--- config.mk ---
export PLATFORM = sky130hd
export DESIGN_NAME = mem_port_arbiter_flat
export DESIGN_NICKNAME = d
export VERILOG_FILES = /design/src/rtl/mem_arb_pkg.sv /design/src/rtl/mem_port_arbiter_if.sv /design/src/rtl/rr_arbiter2.sv /design/src/rtl/mem_port_arbiter.sv /design/src/flat_wrapper.sv
export SDC_FILE = /design/constraint.sdc
export NUM_CORES = 1
export LEC_CHECK = 0
export CAP_MARGIN = 15
export CORE_ASPECT_RATIO = 1.1
export CORE_MARGIN = 2
export CORE_UTILIZATION = 25
export DETAILED_ROUTE_END_ITERATION = 10
export DONT_BUFFER_PORTS = 1
export PLACE_DENSITY = 0.45
export SLEW_MARGIN = 10
export SYNTH_ARGS = -nofsm -noshare
export SYNTH_HDL_FRONTEND = slang
export SYNTH_HIERARCHICAL = 1
export SYNTH_SLANG_ARGS = --single-unit
--- constraint.sdc ---
create_clock -name clk -period 3.45 [get_ports clk]
set_input_delay 0.69 -clock clk [delete_from_list [all_inputs] [get_ports clk]]
set_output_delay 0.69 -clock clk [all_outputs]
set_load 0.005 [all_outputs]
--- src/rtl/mem_arb_pkg.sv ---
// mem_arb_pkg: shared types and constants for mem_port_arbiter.
//   arb_state_e : arbiter FSM states
//   mid_t       : master id (0 = CPU, 1 = DMA/debug loader)
//   MAX_RAM_LAT : largest supported RAM latency
//   lat_cnt_t   : latency down-counter type, sized from MAX_RAM_LAT
package mem_arb_pkg;

   typedef enum logic {ARB_IDLE, ARB_ACCESS} arb_state_e;

   typedef logic mid_t;

   localparam int MAX_RAM_LAT = 4;
   // The counter only ever holds RAM_LAT-1, so values 0..MAX_RAM_LAT-1 suffice
   localparam int LAT_CNT_W   = (MAX_RAM_LAT > 1) ? $clog2(MAX_RAM_LAT) : 1;

   typedef logic [LAT_CNT_W-1:0] lat_cnt_t;

endpackage

--- src/rtl/mem_port_arbiter_if.sv ---
// mem_port_arbiter_if: request/response bundle for the two requesters plus the
// RAM port.
//   slave  : arbiter side (takes requests, drives gnt/rvalid/rdata and RAM port)
//   master : requester + RAM-model side
// Optional: MEM_ARB_LOCK_EN adds m0_lock / m1_lock.
interface mem_port_arbiter_if #(
   parameter int ADDR_W = 32,
   parameter int DATA_W = 32
);
   logic              m0_req, m0_we, m0_signed_ext, m0_gnt, m0_rvalid;
   logic [ADDR_W-1:0] m0_addr;
   logic [1:0]        m0_mask;
   logic [DATA_W-1:0] m0_wdata, m0_rdata;

   logic              m1_req, m1_we, m1_signed_ext, m1_gnt, m1_rvalid;
   logic [ADDR_W-1:0] m1_addr;
   logic [1:0]        m1_mask;
   logic [DATA_W-1:0] m1_wdata, m1_rdata;

`ifdef MEM_ARB_LOCK_EN
   logic              m0_lock, m1_lock;
`endif

   logic              ram_we, ram_signed_ext;
   logic [ADDR_W-1:0] ram_addr;
   logic [1:0]        ram_mask;
   logic [DATA_W-1:0] ram_wdata, ram_rdata;

   modport slave (
`ifdef MEM_ARB_LOCK_EN
      input  m0_lock, m1_lock,
`endif
      input  m0_req, m0_we, m0_addr, m0_mask, m0_signed_ext, m0_wdata,
      input  m1_req, m1_we, m1_addr, m1_mask, m1_signed_ext, m1_wdata,
      output m0_gnt, m0_rvalid, m0_rdata,
      output m1_gnt, m1_rvalid, m1_rdata,
      output ram_we, ram_addr, ram_mask, ram_signed_ext, ram_wdata,
      input  ram_rdata
   );

   modport master (
`ifdef MEM_ARB_LOCK_EN
      output m0_lock, m1_lock,
`endif
      output m0_req, m0_we, m0_addr, m0_mask, m0_signed_ext, m0_wdata,
      output m1_req, m1_we, m1_addr, m1_mask, m1_signed_ext, m1_wdata,
      input  m0_gnt, m0_rvalid, m0_rdata,
      input  m1_gnt, m1_rvalid, m1_rdata,
      input  ram_we, ram_addr, ram_mask, ram_signed_ext, ram_wdata,
      output ram_rdata
   );

endinterface

--- src/rtl/rr_arbiter2.sv ---
// rr_arbiter2: combinational two-way round-robin picker.
//   req[1:0] : request vector
//   last_gnt : master granted most recently (stored by the parent)
//   lock     : (MEM_ARB_LOCK_EN) ownership held by `owner`
//   owner    : (MEM_ARB_LOCK_EN) current owner id
//   gnt[1:0] : one-hot grant, zero when nothing eligible requests
module rr_arbiter2
   import mem_arb_pkg::*;
(
   input  logic [1:0] req,
   input  mid_t       last_gnt,
`ifdef MEM_ARB_LOCK_EN
   input  logic       lock,
   input  mid_t       owner,
`endif
   output logic [1:0] gnt
);

   logic [1:0] elig;

   always_comb begin
      elig = req;
`ifdef MEM_ARB_LOCK_EN
      // While locked, only the owner is eligible
      if (lock) elig = req & (owner ? 2'b10 : 2'b01);
`endif
      gnt = elig;
      // Tie: the master not served last wins
      if (elig == 2'b11) gnt = last_gnt ? 2'b01 : 2'b10;
   end

endmodule

--- src/rtl/mem_port_arbiter.sv ---
// mem_port_arbiter: shares one RAM port between the CPU (m0) and a DMA/debug
// loader (m1). One transaction at a time, held on the RAM for RAM_LAT cycles,
// completion (read data or write ack) returned to the owner as an rvalid pulse.
//   clk, reset : clock, asynchronous active-low reset
//   bus        : mem_port_arbiter_if.slave (requests, gnt/rvalid/rdata, RAM port)
// Parameters: RAM_LAT (1..MAX_RAM_LAT), ADDR_W, DATA_W.
// Optional: MEM_ARB_LOCK_EN enables locked (exclusive) ownership sequences.
module mem_port_arbiter
   import mem_arb_pkg::*;
#(
   parameter int RAM_LAT = 1,
   parameter int ADDR_W  = 32,
   parameter int DATA_W  = 32
) (
   input  logic clk,
   input  logic reset,
   mem_port_arbiter_if.slave bus
);

   localparam lat_cnt_t LAT_INIT = lat_cnt_t'(RAM_LAT - 1);

   arb_state_e              state_q, state_d;
   lat_cnt_t                lat_cnt_q, lat_cnt_d;
   mid_t                    owner_q, owner_d;
   mid_t                    last_gnt_q, last_gnt_d;
   logic                    we_q, we_d;
   logic                    ram_we_q, ram_we_d;
   logic [ADDR_W-1:0]       addr_q, addr_d;
   logic [1:0]              mask_q, mask_d;
   logic                    sext_q, sext_d;
   logic [DATA_W-1:0]       wdata_q, wdata_d;
   logic [1:0]              rvalid_q, rvalid_d;
   logic [1:0][DATA_W-1:0]  rdata_q, rdata_d;
`ifdef MEM_ARB_LOCK_EN
   logic                    lock_q, lock_d;
`endif

   logic [1:0] gnt_vec;
   mid_t       win;

   rr_arbiter2 u_rr (
      .req      ({bus.m1_req, bus.m0_req}),
      .last_gnt (last_gnt_q),
`ifdef MEM_ARB_LOCK_EN
      .lock     (lock_q),
      .owner    (owner_q),
`endif
      .gnt      (gnt_vec)
   );

   assign win = gnt_vec[1];

   // Grant only in IDLE; gated by reset so nothing is offered while held in reset
   assign bus.m0_gnt = reset && (state_q == ARB_IDLE) && gnt_vec[0];
   assign bus.m1_gnt = reset && (state_q == ARB_IDLE) && gnt_vec[1];

   assign bus.ram_we         = ram_we_q;
   assign bus.ram_addr       = addr_q;
   assign bus.ram_mask       = mask_q;
   assign bus.ram_signed_ext = sext_q;
   assign bus.ram_wdata      = wdata_q;
   assign bus.m0_rvalid      = rvalid_q[0];
   assign bus.m1_rvalid      = rvalid_q[1];
   assign bus.m0_rdata       = rdata_q[0];
   assign bus.m1_rdata       = rdata_q[1];

   always_comb begin
      state_d    = state_q;
      lat_cnt_d  = lat_cnt_q;
      owner_d    = owner_q;
      last_gnt_d = last_gnt_q;
      we_d       = we_q;
      addr_d     = addr_q;
      mask_d     = mask_q;
      sext_d     = sext_q;
      wdata_d    = wdata_q;
      rdata_d    = rdata_q;
      rvalid_d   = 2'b00;
      ram_we_d   = 1'b0;
`ifdef MEM_ARB_LOCK_EN
      lock_d     = lock_q;
`endif
      case (state_q)
         ARB_IDLE: begin
            if (gnt_vec != 2'b00) begin
               owner_d    = win;
               last_gnt_d = win;
               we_d       = win ? bus.m1_we          : bus.m0_we;
               addr_d     = win ? bus.m1_addr        : bus.m0_addr;
               mask_d     = win ? bus.m1_mask        : bus.m0_mask;
               sext_d     = win ? bus.m1_signed_ext  : bus.m0_signed_ext;
               wdata_d    = win ? bus.m1_wdata       : bus.m0_wdata;
               // Write strobe only for the first ACCESS cycle
               ram_we_d   = win ? bus.m1_we          : bus.m0_we;
               lat_cnt_d  = LAT_INIT;
               state_d    = ARB_ACCESS;
`ifdef MEM_ARB_LOCK_EN
               // Unlocked owner request ends the sequence
               lock_d     = win ? bus.m1_lock : bus.m0_lock;
`endif
            end
         end
         ARB_ACCESS: begin
            if (lat_cnt_q == '0) begin
               rdata_d[owner_q]  = we_q ? '0 : bus.ram_rdata;
               rvalid_d[owner_q] = 1'b1;
               state_d           = ARB_IDLE;
            end else begin
               lat_cnt_d = lat_cnt_q - 1'b1;
            end
         end
         default: state_d = ARB_IDLE;
      endcase
   end

   always_ff @(posedge clk or negedge reset) begin
      if (!reset) begin
         state_q    <= ARB_IDLE;
         lat_cnt_q  <= '0;
         owner_q    <= 1'b0;
         last_gnt_q <= 1'b1;
         we_q       <= 1'b0;
         ram_we_q   <= 1'b0;
         addr_q     <= '0;
         mask_q     <= '0;
         sext_q     <= 1'b0;
         wdata_q    <= '0;
         rvalid_q   <= '0;
         rdata_q    <= '0;
`ifdef MEM_ARB_LOCK_EN
         lock_q     <= 1'b0;
`endif
      end else begin
         state_q    <= state_d;
         lat_cnt_q  <= lat_cnt_d;
         owner_q    <= owner_d;
         last_gnt_q <= last_gnt_d;
         we_q       <= we_d;
         ram_we_q   <= ram_we_d;
         addr_q     <= addr_d;
         mask_q     <= mask_d;
         sext_q     <= sext_d;
         wdata_q    <= wdata_d;
         rvalid_q   <= rvalid_d;
         rdata_q    <= rdata_d;
`ifdef MEM_ARB_LOCK_EN
         lock_q     <= lock_d;
`endif
      end
   end

endmodule

--- src/flat_wrapper.sv ---
// flat-port wrapper written by rule: the top's interface ports become plain ports
module mem_port_arbiter_flat import mem_arb_pkg::*;
#(
   parameter int RAM_LAT = 1,
   parameter int ADDR_W  = 32,
   parameter int DATA_W  = 32
)
  (clk, reset, bus_m0_req, bus_m0_we, bus_m0_addr, bus_m0_mask, bus_m0_signed_ext, bus_m0_wdata, bus_m1_req, bus_m1_we, bus_m1_addr, bus_m1_mask, bus_m1_signed_ext, bus_m1_wdata, bus_m0_gnt, bus_m0_rvalid, bus_m0_rdata, bus_m1_gnt, bus_m1_rvalid, bus_m1_rdata, bus_ram_we, bus_ram_addr, bus_ram_mask, bus_ram_signed_ext, bus_ram_wdata, bus_ram_rdata);
  mem_port_arbiter_if #(.ADDR_W(ADDR_W), .DATA_W(DATA_W)) bus_i ();
  input  logic clk;
  input  logic reset;
  input wire logic [$bits(bus_i.m0_req)-1:0] bus_m0_req;
  input wire logic [$bits(bus_i.m0_we)-1:0] bus_m0_we;
  input wire logic [$bits(bus_i.m0_addr)-1:0] bus_m0_addr;
  input wire logic [$bits(bus_i.m0_mask)-1:0] bus_m0_mask;
  input wire logic [$bits(bus_i.m0_signed_ext)-1:0] bus_m0_signed_ext;
  input wire logic [$bits(bus_i.m0_wdata)-1:0] bus_m0_wdata;
  input wire logic [$bits(bus_i.m1_req)-1:0] bus_m1_req;
  input wire logic [$bits(bus_i.m1_we)-1:0] bus_m1_we;
  input wire logic [$bits(bus_i.m1_addr)-1:0] bus_m1_addr;
  input wire logic [$bits(bus_i.m1_mask)-1:0] bus_m1_mask;
  input wire logic [$bits(bus_i.m1_signed_ext)-1:0] bus_m1_signed_ext;
  input wire logic [$bits(bus_i.m1_wdata)-1:0] bus_m1_wdata;
  output wire logic [$bits(bus_i.m0_gnt)-1:0] bus_m0_gnt;
  output wire logic [$bits(bus_i.m0_rvalid)-1:0] bus_m0_rvalid;
  output wire logic [$bits(bus_i.m0_rdata)-1:0] bus_m0_rdata;
  output wire logic [$bits(bus_i.m1_gnt)-1:0] bus_m1_gnt;
  output wire logic [$bits(bus_i.m1_rvalid)-1:0] bus_m1_rvalid;
  output wire logic [$bits(bus_i.m1_rdata)-1:0] bus_m1_rdata;
  output wire logic [$bits(bus_i.ram_we)-1:0] bus_ram_we;
  output wire logic [$bits(bus_i.ram_addr)-1:0] bus_ram_addr;
  output wire logic [$bits(bus_i.ram_mask)-1:0] bus_ram_mask;
  output wire logic [$bits(bus_i.ram_signed_ext)-1:0] bus_ram_signed_ext;
  output wire logic [$bits(bus_i.ram_wdata)-1:0] bus_ram_wdata;
  input wire logic [$bits(bus_i.ram_rdata)-1:0] bus_ram_rdata;
  assign bus_i.m0_req = bus_m0_req;
  assign bus_i.m0_we = bus_m0_we;
  assign bus_i.m0_addr = bus_m0_addr;
  assign bus_i.m0_mask = bus_m0_mask;
  assign bus_i.m0_signed_ext = bus_m0_signed_ext;
  assign bus_i.m0_wdata = bus_m0_wdata;
  assign bus_i.m1_req = bus_m1_req;
  assign bus_i.m1_we = bus_m1_we;
  assign bus_i.m1_addr = bus_m1_addr;
  assign bus_i.m1_mask = bus_m1_mask;
  assign bus_i.m1_signed_ext = bus_m1_signed_ext;
  assign bus_i.m1_wdata = bus_m1_wdata;
  assign bus_m0_gnt = bus_i.m0_gnt;
  assign bus_m0_rvalid = bus_i.m0_rvalid;
  assign bus_m0_rdata = bus_i.m0_rdata;
  assign bus_m1_gnt = bus_i.m1_gnt;
  assign bus_m1_rvalid = bus_i.m1_rvalid;
  assign bus_m1_rdata = bus_i.m1_rdata;
  assign bus_ram_we = bus_i.ram_we;
  assign bus_ram_addr = bus_i.ram_addr;
  assign bus_ram_mask = bus_i.ram_mask;
  assign bus_ram_signed_ext = bus_i.ram_signed_ext;
  assign bus_ram_wdata = bus_i.ram_wdata;
  assign bus_i.ram_rdata = bus_ram_rdata;
  mem_port_arbiter #(.RAM_LAT(RAM_LAT), .ADDR_W(ADDR_W), .DATA_W(DATA_W)) u_core (.clk(clk), .reset(reset), .bus(bus_i));
endmodule
==> results.yml, run 1 <==
logic_synthesis:
  synth_top_area_share_pct: 58.07
  synth_flop_cell: "dfrtp_1"
  synthTopCellsByArea: "dfrtp_1, o32ai_1, o22ai_1"
  yosysWarnings: 6
  async_reset_ff_share_pct: 100.0
  synth_edf_count: 0
  synth_seq_cells: 140
  seq_area_frac_synth_pct: 58.51
  syn_area_per_cell_um2: 10.10
  synth_cells: 593
  netlist_area_mm2: 0.005989
  yosysTopAreaCell: "dfrtp_1"
  synth_nets: 766
  synth.distinct_cells: 27
cts:
  path_clk_slew_ns: 0.06
  post-cts-setup-buffers: 0
  cts-htree-levels: 4
  clock_latency_ns: 0.41
  clk_root_buffer_cell: "clkbuf_16"
  ctsLongestPathBuffers: 2
  clock_sinks: 140
  cts_buffers: 17
  cts_tree: "yes"
timing:
  fin_setup_tns_ns: 0
  setup_viol: 0
  min_period_ns: 2.368
  hold_viol_final: 51
  tightest_slew_ns: 1.017
  max-slew-margin-rel_pct: 32.17
  finalClockSkew_ns: 0.009193
  setup_slack_ns: 1.082
  period_share_pct: 68.63
  hold_ws_ns: -0.02376
  max_freq_mhz: 422.4
  slew_viol_final: 0
  grt_setup_unrepaired: "no"
drt:
  detail_route.wirelength_um: 17460
  vias: 4688
  drt_first_pass_iters: 5
  drt-initial-drc-count: 271
  wl_per_cell_um: 19.80
  viasPerCell: 5.315
  ant_nets: 0
  drc: 0
place:
  portBuffers: 0
  place.gp.congestion: 0.7479
  dp_slack_ns: 1.124
  place.detailed.hpwl_um: 11520
  dpl.cell_count: 847
power_and_ir_drop:
  power_uw: 7005
  total_leakage_power_uw: 0.002714
  ir_worst_vdd_uv: 338.0
  p_per_area_mw_per_mm2: 1041
layout:
  fin_util_pct: 28.47
  fillerInstances: 2466
  fin_cells: 882
  fin_nets: 735
  drive_gt1_share_pct: 7.826
  syn_to_final_growth_pct: 12.30
floorplan:
  core_area_mm2: 0.02362
  die_y_um: 166.3
  die-area_mm2: 0.02521
  core.rowCount: 59
  die_w_um: 151.6
  initial_core_util_pct: 25.35
  io_pins: 308
status:
  violations: "hold timing"
  status: "finished, violations left"
worst_setup_path:
  required_ns: 2.76
  crit_type: "reg2out"
  cp_max_fo: 5
  worstSetupEndpointType: "output port"
  critPathLaunchType: "flop"
  worstPathArrival_ns: 1.68
global_route:
  grt-ovfl-total: 0
  grtUsageTotal_pct: 13.29
  grt_first_pass_wirelength_um: 25960
  grt_max_degree: 142
  antenna_found_initial: 3
  grt_pass1_vias: 4821
run:
  cap_violations: 0
min_path:
  hp-class: "in2async"
## metal layers
layer / track usage, % / vias to the layer above / share of wire (%)
met4: 4.992 / 2 / 2.4
met3: 5.357 / 27 / 10
li1: - / 2099 / -
met1: 14.24 / 2284 / 38
met2: 23.25 / 276 / 49
met5: 0 / - / 0.057
## cell usage in the layout (no fill, tap or decap), types with 2 or more instances in the layout
cell,instances
nor3_1,2
clkinvlp_4,5
a21oi_1,3
nand2b_1,32
nand3b_1,2
nand2_1,69
clkinv_4,2
buf_12,2
o32ai_1,67
o22ai_1,67
nand2b_2,2
diode_2,2
nor2_1,71
o21ai_0,63
buf_4,5
clkbuf_16,17
inv_6,2
clkinv_2,5
inv_1,6
dfrtp_1,139
## layout make-up
| type | instances | area (um2) | share of cell area, % |
|---|---|---|---|
| clock buffers | 18 | 429.2 | 6.380 |
| multi-input cells | 389 | 2205 | 32.78 |
| repair buffers | 7 | 77.57 | 1.153 |
| diodes | 2 | 5.005 | 0.07440 |
| flip-flops and latches | 140 | 3505 | 52.10 |
| inverters | 7 | 26.28 | 0.3906 |
| clock inverters | 14 | 97.59 | 1.451 |
| well taps | 305 | 381.6 | 5.673 |
## final timing paths
path / startpoint / to / slack, ns / depth (start not counted)
worst max-delay path: u_core/last_gnt_q$_DFFE_PN1P_ / bus_m0_gnt / 1.08 / 4
worst min register to register: u_core/last_gnt_q$_DFFE_PN1P_ / u_core/last_gnt_q$_DFFE_PN1P_ / 0.49 / 2
min in group clk: bus_m1_wdata[6] / u_core/bus.ram_wdata[6]$_DFFE_PN0P_ / 0.43 / 2
worst min-delay path: reset / u_core/rvalid_q[0]$_DFF_PN0_ / -0.02 / 0
worst max register to register: u_core/lat_cnt_q[1]$_DFFE_PN0P_ / u_core/bus.m1_rdata[26]$_DFFE_PN0P_ / 1.17 / 6
max in group asynchronous: reset / u_core/bus.ram_wdata[7]$_DFFE_PN0P_ / 3.21 / 0
## synthesized netlist by cell type (2+ instances only)
master / instances
o22ai_1: 67
o32ai_1: 67
buf_2: 31
dfrtp_1: 139
buf_6: 3
a21oi_1: 3
nor2_1: 71
nand2_1: 69
nand3b_1: 2
clkbuf_1: 23
nor3_1: 2
nand2b_1: 34
inv_1: 6
o21ai_0: 63
## power by group
| part | switching, uW | internal (uW) |
|---|---|---|
| Sequential | 909 | 2500 |
| Clock | 726 | 918 |
| Combinational | 1150 | 808 |
| Total | 2780 | 4220 |
## sequential cells by signal, summed over array words and instances (netlist names)
name,count
u_core/bus.ram_wdata,32
u_core/bus.m1_rdata,32
u_core/we_q,1
u_core/state_q,1
u_core/bus.ram_mask,2
u_core/bus.m0_rdata,32
u_core/owner_q,1
u_core/lat_cnt_q,2
u_core/last_gnt_q,1
u_core/bus.ram_signed_ext,1
u_core/bus.ram_we,1
u_core/bus.ram_addr,32
u_core/rvalid_q,2
## repair_timing
| action | CTS | global route |
|---|---|---|
| resized for setup | 0 | 0 |
| endpoints found under the setup margin | 0 | 0 |
| endpoints found under the hold margin | 139 | 139 |
## critical path, stage by stage, from the launching register on
cell and delay [ns]:
dfstp_2 0.57, inv_1 0.05, a21boi_1 0.35, nand2b_2 0.15, nor2_1 0.15
## through the flow
step	area [um2]	hold slack, ns
floorplan	5989	0.3944
global placement	6175	0.3974
detailed placement	6175	0.3975
CTS	6701	-0.05564
global route	6726	-0.06738
finish	6726	-0.02376
## cell families after synthesis
| logic type | after synthesis | share of synthesized area, % |
|---|---|---|
| buffers and inverters | 64 | 5.034 |
| DFF | 140 | 58.51 |
| AOI/OAI and AO/OA | 206 | 23.06 |
| adders and majority gates | 1 | 0.2089 |
| and+or+nand+nor | 182 | 13.18 |
No activity file was read; power rests on OpenSTA's default activity.
==> run 2, diff against run 1 <==
--- a/config.mk
+++ b/config.mk
@@ -11,7 +11,7 @@
 export CORE_UTILIZATION = 25
 export DETAILED_ROUTE_END_ITERATION = 10
 export DONT_BUFFER_PORTS = 1
-export PLACE_DENSITY = 0.45
+export PLACE_DENSITY = 0.47
 export SLEW_MARGIN = 10
 export SYNTH_ARGS = -nofsm -noshare
 export SYNTH_HDL_FRONTEND = slang
==> constraint.sdc (replaced) <==
create_clock -name clk -period 2 [get_ports clk]
set_input_delay 0.4 -clock clk [delete_from_list [all_inputs] [get_ports clk]]
set_output_delay 0.4 -clock clk [all_outputs]
set_load 0.005 [all_outputs]
==> run 2 against run 1 <==
Compared with the run above:
- the flow still finishes with violations (hold timing)
- power rose by 83%
- global-route usage down 0.38 points
- count of clock-buffer cells in the layout up 1
- clock skew grew 0.0024 ns
- clock power increased by 110%
- final area is 3.6% higher
- highest routed layer is now met4
- cell count is 0.68% higher
- combinational power up 87%
==> results.yml, run 2 (synthesis gave the netlist of run 1 again) <==
layout:
  layout_common_cells: "dfrtp_1, nor2_1, nand2_1, o32ai_1, o22ai_1"
  fin_util_pct: 29.50
  fillerInstances: 2444
  drive_gt1_share_pct: 9.278
  layout_commonest_cell: "dfrtp_1"
  fin_nets: 742
  syn_to_final_growth_pct: 16.36
  final_cell_area_mm2: 0.006969
cts:
  cts_buffers: 17
  cts_tree: "yes"
  clk_root_buffer_cell: "clkbuf_16"
  ctsLongestPathBuffers: 2
  path_clk_slew_ns: 0.06
  cts-htree-levels: 4
  clock_latency_ns: 0.42
  clock_sinks: 140
worst_setup_path:
  crit_chain: "inv_2 -> a21boi_1 -> buf_4 -> nand2b_4 -> buf_8 -> nor2_4"
  crit_type: "reg2out"
  r2r_start: "u_core/last_gnt_q$_DFFE_PN1P_"
  cp_max_fo: 3
  critPathLaunchType: "flop"
  slowest_stage: "dfstp_2"
  required_ns: 1.60
  worstPathArrival_ns: 1.53
  r2r-end: "u_core/bus.ram_addr[4]$_DFFE_PN0P_"
  worstSetupEndpointType: "output port"
  crit_path_max_incr_delay_ns: 0.57
  r2r_cells: 8
  r2r_slack_ns: 0.25
power_and_ir_drop:
  power_uw: 12790
  total_leakage_power_uw: 0.002846
  ir_worst_vdd_uv: 635.3
  p_per_area_mw_per_mm2: 1836
timing:
  min_period_ns: 1.925
  setup_viol: 0
  hold_ws_ns: -0.3160
  tightest_slew_ns: 0.3280
  slew_viol_final: 0
  period_share_pct: 96.26
  grt_setup_unrepaired: "yes"
  max-slew-margin-rel_pct: 77.82
  max_freq_mhz: 519.4
  finalClockSkew_ns: 0.01160
  hold_viol_final: 140
  setup_slack_ns: 0.07481
global_route:
  grt_first_pass_wirelength_um: 25280
  grtUsageTotal_pct: 12.91
  grt_pass1_vias: 4777
  grt-ovfl-total: 0
  grt_max_degree: 142
  antenna_found_initial: 1
status:
  status: "finished, violations left"
  violations: "hold timing"
place:
  place_area_mm2: 0.006295
  portBuffers: 0
  dp_slack_ns: 0.3221
  place.detailed.hpwl_um: 11240
  place.gp.congestion: 0.7490
floorplan:
  core.rowCount: 59
  die_y_um: 166.3
  die_w_um: 151.6
  io_pins: 308
  die-area_mm2: 0.02521
  initial_core_util_pct: 25.35
  core_area_mm2: 0.02362
drt:
  ant_nets: 0
  drt_first_pass_iters: 4
  viasPerCell: 5.244
  detail_route.wirelength_um: 16880
  drc: 0
  wl_per_cell_um: 19.01
  drt-initial-drc-count: 211
  vias: 4657
run:
  cap_violations: 0
min_path:
  hp-class: "in2async"
==> run 2: cell types whose count changed in the layout (fill, tap and decap cells not counted), sizes merged <==
cell      change
diode         -1
clkinvlp      -3
inv           +1
clkinv        -3
clkbuf        +1
bufinv        +4
buf           +7
==> run 2: critical path: cells and delay by family (launching register included) <==
family / cells / cell delay [ns]
flip-flops: 1 / 0.57
buffers and inverters: 3 / 0.30
AO/OA/AOI/OAI: 1 / 0.11
AND/OR/NAND/NOR: 2 / 0.14
==> run 2: per-layer routing <==
layer | up-vias | part of all wire (%) | global-route usage [%]
met5 | - | 0 | 0
met4 | 0 | 2.4 | 4.831
met3 | 20 | 11 | 4.973
met2 | 264 | 48 | 22.09
met1 | 2256 | 39 | 14.43
li1 | 2117 | - | -
==> run 2: what timing repair did <==
item,4_1_cts,5_1_grt
gates cloned,0,0
setup endpoints to repair,1,2
pin swaps,0,1
endpoints found under the hold margin,140,140
resized for setup,4,3
buffers inserted,2,0
==> run 2: worst max-delay path by stage <==
stage,start,to,cells after the start
floorplan,u_core/last_gnt_q$_DFFE_PN1P_,bus_m0_gnt,6
global placement,u_core/last_gnt_q$_DFFE_PN1P_,bus_m0_gnt,6
detailed placement,u_core/last_gnt_q$_DFFE_PN1P_,bus_m0_gnt,6
CTS,u_core/last_gnt_q$_DFFE_PN1P_,bus_m0_gnt,6
global route,u_core/last_gnt_q$_DFFE_PN1P_,bus_m0_gnt,6
finish,u_core/last_gnt_q$_DFFE_PN1P_,bus_m0_gnt,6
==> run 2: layout make-up <==
class / count / area, um2 / area share, %
sequential: 140 / 3505 / 50.29
multi-input combinational: 389 / 2222 / 31.89
clock buffer: 19 / 442.9 / 6.355
tap: 305 / 381.6 / 5.476
timing repair buffer: 14 / 200.2 / 2.873
clock inverter: 13 / 188.9 / 2.711
inverter: 7 / 26.28 / 0.3770
antenna: 1 / 2.502 / 0.03591
==> run 2: through the flow <==
step / TNS (ns) / std cells
after global routing: -0.004308 / 888
final: 0 / 888
after global placement: 0 / 853
after floorplan: 0 / 593
after CTS: 0 / 887
after detailed placement: 0 / 853
==> run 2: report_power, final <==
group | total, uW | switching [uW] | internal (uW)
clock | 3400 | 1260 | 2130
combinational | 3660 | 2120 | 1550
sequential | 5730 | 1430 | 4310
